## config.mk

```make
export PLATFORM = sky130hd
export DESIGN_NAME = calc_frame_receiver
export DESIGN_NICKNAME = d
export VERILOG_FILES = /design/src/rtl/calc_frame_receiver.sv
export SDC_FILE = /design/constraint.sdc
export NUM_CORES = 1
export LEC_CHECK = 0
export ABC_AREA = 0
export ABC_CLOCK_PERIOD_IN_PS = 2840
export CAP_MARGIN = 40
export CORE_MARGIN = 8
export CORE_UTILIZATION = 25
export DETAILED_ROUTE_END_ITERATION = 10
export PLACE_DENSITY = 0.48
export RECOVER_POWER = 25
export SETUP_SLACK_MARGIN = 0.02
export SYNTH_ARGS = -nofsm -noshare
export SYNTH_HDL_FRONTEND = slang
export SYNTH_SLANG_ARGS = --single-unit
```

## constraint.sdc

```tcl
create_clock -name Clk -period 2.84 [get_ports Clk]
set_clock_uncertainty 0.1 [all_clocks]
set_input_delay 0.284 -clock Clk [delete_from_list [all_inputs] [get_ports Clk]]
set_output_delay 0.284 -clock Clk [all_outputs]
set_load 0.005 [all_outputs]
```

## src/rtl/calc_frame_receiver.sv

```systemverilog
`default_nettype none
// +--------------------------------------------------------------------------+
// | calc_frame_receiver: reassembles calculator serial symbols into frames    |
// | and holds one completed frame behind a valid/ready handshake.             |
// | Revision: 1.0                                                             |
// +--------------------------------------------------------------------------+
module calc_frame_receiver #(
  parameter int INBITS     = 8,
  parameter int SBITS      = 4,
  parameter int FRAME_BITS = 8 + 3 * INBITS
) (
  input  logic                  Clk,
  input  logic                  Reset,
  input  logic                  ClkTx,
  input  logic                  DoutValid,
  input  logic [SBITS-1:0]      DataOut,
  input  logic                  FrameReady,
  output logic                  FrameValid,
  output logic [FRAME_BITS-1:0] FrameData,
  output logic                  FrameErr,
  output logic                  Overrun,
  output logic                  RxBusy,
  output logic [7:0]            FrameCnt
);

  localparam int NSYM = FRAME_BITS / SBITS;
  localparam int CW   = $clog2(NSYM + 1);

  typedef enum logic [0:0] {
    ST_IDLE = 1'b0,
    ST_RECV = 1'b1
  } state_t;

  state_t                state_q, state_d;
  logic [CW-1:0]         cnt_q, cnt_d;
  logic [FRAME_BITS-1:0] shreg_q, shreg_d;
  logic                  clktx_q;
  logic                  valid_q, valid_d;
  logic [FRAME_BITS-1:0] data_q, data_d;
  logic                  err_q, err_d;
  logic                  ovr_q, ovr_d;
  logic [7:0]            fcnt_q, fcnt_d;

  logic                  samp;
  logic                  complete;
  logic [FRAME_BITS-1:0] frame_word;

  always_comb begin
    samp       = ClkTx & ~clktx_q;
    frame_word = {shreg_q[FRAME_BITS-SBITS-1:0], DataOut};
    complete   = 1'b0;
    state_d    = state_q;
    cnt_d      = cnt_q;
    shreg_d    = shreg_q;
    err_d      = 1'b0;

    case (state_q)
      ST_IDLE: begin
        if (samp && DoutValid) begin
          shreg_d = {{(FRAME_BITS-SBITS){1'b0}}, DataOut};
          cnt_d   = CW'(1);
          state_d = ST_RECV;
        end
      end
      ST_RECV: begin
        // Losing DoutValid mid-frame aborts even on a cycle with a sample point.
        if (!DoutValid) begin
          err_d   = 1'b1;
          cnt_d   = '0;
          state_d = ST_IDLE;
        end else if (samp) begin
          if (cnt_q == CW'(NSYM - 1)) begin
            complete = 1'b1;
            cnt_d    = '0;
            state_d  = ST_IDLE;
          end else begin
            shreg_d = frame_word;
            cnt_d   = cnt_q + CW'(1);
          end
        end
      end
      default: state_d = ST_IDLE;
    endcase
  end

  always_comb begin
    valid_d = valid_q;
    data_d  = data_q;
    fcnt_d  = fcnt_q;
    ovr_d   = 1'b0;
    if (valid_q && FrameReady) begin
      valid_d = 1'b0;
    end
    // An accept on the completion edge frees the slot for the new frame.
    if (complete) begin
      if (!valid_q || FrameReady) begin
        data_d  = frame_word;
        valid_d = 1'b1;
        fcnt_d  = fcnt_q + 8'd1;
      end else begin
        ovr_d = 1'b1;
      end
    end
  end

  always_ff @(posedge Clk or negedge Reset) begin
    if (!Reset) begin
      state_q <= ST_IDLE;
      cnt_q   <= '0;
      shreg_q <= '0;
      clktx_q <= 1'b0;
      valid_q <= 1'b0;
      data_q  <= '0;
      err_q   <= 1'b0;
      ovr_q   <= 1'b0;
      fcnt_q  <= '0;
    end else begin
      state_q <= state_d;
      cnt_q   <= cnt_d;
      shreg_q <= shreg_d;
      clktx_q <= ClkTx;
      valid_q <= valid_d;
      data_q  <= data_d;
      err_q   <= err_d;
      ovr_q   <= ovr_d;
      fcnt_q  <= fcnt_d;
    end
  end

  assign FrameValid = valid_q;
  assign FrameData  = data_q;
  assign FrameErr   = err_q;
  assign Overrun    = ovr_q;
  assign RxBusy     = (state_q == ST_RECV);
  assign FrameCnt   = fcnt_q;

endmodule
`default_nettype wire
```

==> key figures <==
Run status
  • Outcome: finished clean

Floorplanning
  • Initial cell density of the core: 25.2%
  • Ports: 53
  • Die area: 15700 sq um
  • Cell Rows: 40
  • Area of the core: 11800 sq um
  • Die W: 125 um
  • Height of the chip: 125 um

Timing
  • Finish-stage setup viols: 0
  • Final Hold Viols: 0
  • Hold slack: 0.366 ns
  • RSZ-0062 raised after global routing: false
  • Slew Viols, Final: 0
  • Slew HR: 38.0%
  • Fin crit share: 69.7%
  • Maximum clock rate: 505 MHz
  • Setup TNS: 0 ns
  • Min Tclk post-route: 1.98 ns
  • Slew @ Worst Pin: 0.930 ns

Place
  • RD Place Congestion: 0.725
  • Placed Area: 3660 sq um
  • Hpwl dp: 3900 um
  • Placed Cells: 391
  • Port bufs: 52

Route
  • DR pass1 iterations: 4
  • Via/cell ratio: 4.48
  • Antenna-violating nets left: 0
  • Routed vias: 1828
  • WL/cell: 15.0 um
  • # DRC: 0
  • WL final: 6110 um
  • DRT iter0 DRCs: 111

Worst hold path
  • Hold Path Class: reg2reg
  • Hold-critical path depth: 1
  • Min-delay src: FrameCnt[7]
  • WHS Endpoint: FrameCnt[7]

Clock network
  • Num Clock Sinks: 77
  • Total CTS buffers: 9
  • Post-CTS setup repair buffer count: 0
  • Skew-Pair Late Insertion Delay: 0.33 ns
  • Post-CTS sizing: 0
  • CTS tree: done
  • Hold Buf Count CTS: 1
  • Worst-path clk slew: 0.06 ns
  • H-tree depth: 3
  • CTS root buffer: clkbuf_16
  • Clk buf depth: 2

Global routing
  • Gr ovfl total: 0
  • Vias in the first global route: 1921
  • GR Util All Layers: 8.32%
  • First-pass GRT wire length: 10300 um
  • Initial antenna violation count: 0
  • Largest net degree at the start of global routing: 66

Flow run
  • # Max-Cap Violations: 0

Worst setup path
  • Crit Reg-Reg Endpoint: FrameData[24]
  • R2R cell count: 5
  • Critical path's largest stage delay: 0.39 ns
  • CP Capture Type: register
  • Slowest cell on crit path: dfrtp_1
  • Critical path type: reg2reg
  • CP arrival: 2.09 ns
  • Data required, critical path: 2.95 ns
  • CP max FO: 40
  • Startpoint Class: register
  • R2R Setup Slk: 0.86 ns
  • CP cell instances: ha_1, nand4b_4, nor3b_4, buf_12, mux2_2
  • R2R Path Start: cnt_q[0]

Pwr
  • Pleak: 1.88 nW
  • Pwr Density: 637 nW/um^2
  • Worst IR Drop VDD: 0.223 mV

Yosys
  • Avg Cell Area, Syn: 15.0 sq um
  • Synth Warn #: 0
  • Syn_nets: 210
  • Seq/Total Area, Yosys: 64.7%
  • Post-Syn Area: 2980 sq um
  • Post-synth cell types: 30
  • Yosys reg bits: 77
  • Post-synth ARST share: 100%
  • Cells after synthesis: 199
  • Largest cells by area after synthesis: dfrtp_1, mux2_2, a22o_1
  • Synth Flop Type: dfrtp_1
  • Synth top area share: 64.7%
  • Synth area leader: dfrtp_1
  • Number of synthesized flops with an enable pin: 0

Cells and area
  • Nets: 267
  • Finished Layout Cells: 408
  • Layout cells sized above 1: 23.0%
  • Design area: 4010 sq um
  • Antenna Diode Count: 0
  • Commonest non-fill, non-tap cell in the layout: dfrtp_1
  • Most frequent cells in the layout: dfrtp_1, clkdlybuf4s50_1, mux2_2, a22o_1
  • Area growth syn-to-layout: 34.6%
flip-flops by register name (all words and copies together), names as in the netlist:
| register | flops |
|---|---|
| clktx_q | 1 |
| Overrun | 1 |
| FrameData | 32 |
| FrameCnt | 8 |
| cnt_q | 4 |
| FrameErr | 1 |
| RxBusy | 1 |
| shreg_q | 28 |
| FrameValid | 1 |
routing by layer:
metal | up-vias | global-route usage [%] | wire length, um
li1 | 845 | - | -
met1 | 918 | 10.5 | 2920
met2 | 56 | 11.6 | 2630
met3 | 9 | 3.78 | 473
met4 | 0 | 4.37 | 94
met5 | - | 0 | 0
critical path: cells and delay by family, from the launching register on:
kind	cells	cell delay [ns]
buf+inv	1	0.26
fa+ha+maj	1	0.29
flops	1	0.39
mux	1	0.37
simple gates	2	0.41
through the flow:
step	worst slack (ns)	utilization [%]	total power, mW
2_1_floorplan	1.06	-	1.21
3_3_place_gp	0.658	30.8	1.26
3_5_place_dp	0.606	31.0	1.27
4_1_cts	0.850	34.0	2.61
5_1_grt	0.723	33.9	2.67
6_report	0.860	33.9	2.55
final cells by class:
class	count	area, sq um
clock buffer	12	246
clock inverter	4	95.1
fill	1179	7800
inverter	2	7.51
multi-input combinational	110	968
sequential	77	1930
tap	147	184
timing repair buffer	56	579
kinds of logic after synthesis:
logic type,share of synthesized area [%]
buf+inv,2.77
flops,64.7
compound gates,8.45
fa+ha+maj,0.840
xor+xnor,2.06
mux,14.0
simple gates,7.19
synthesized netlist by cell type (3+ instances only):
library cell  number
dfrtp_1           77
mux2_2            37
a22o_1            24
nand3_1            9
nand2_1            6
xnor2_1            6
buf_6              4
buf_2              3
nand4_1            3
o21ai_0            3
how the worst max path moves through the flow:
| stage | startpoint | to | slack [ns] | depth (start not counted) |
|---|---|---|---|---|
| finish | cnt_q[0] | FrameData[24] | 0.86 | 5 |
| global route | cnt_q[0] | FrameData[24] | 0.72 | 5 |
| CTS | cnt_q[0] | shreg_q[1] | 0.85 | 4 |
| detailed placement | ClkTx | shreg_q[0] | 0.61 | 4 |
| global placement | DoutValid | shreg_q[0] | 0.66 | 4 |
| floorplan | cnt_q[0] | FrameData[0] | 1.06 | 5 |
where the power goes:
group | switching (mW) | internal (mW)
clock network | 0.425 | 0.882
logic | 0.0478 | 0.0459
registers | 0.0263 | 1.13
total | 0.499 | 2.05
Power figures use the tool's default switching activity.
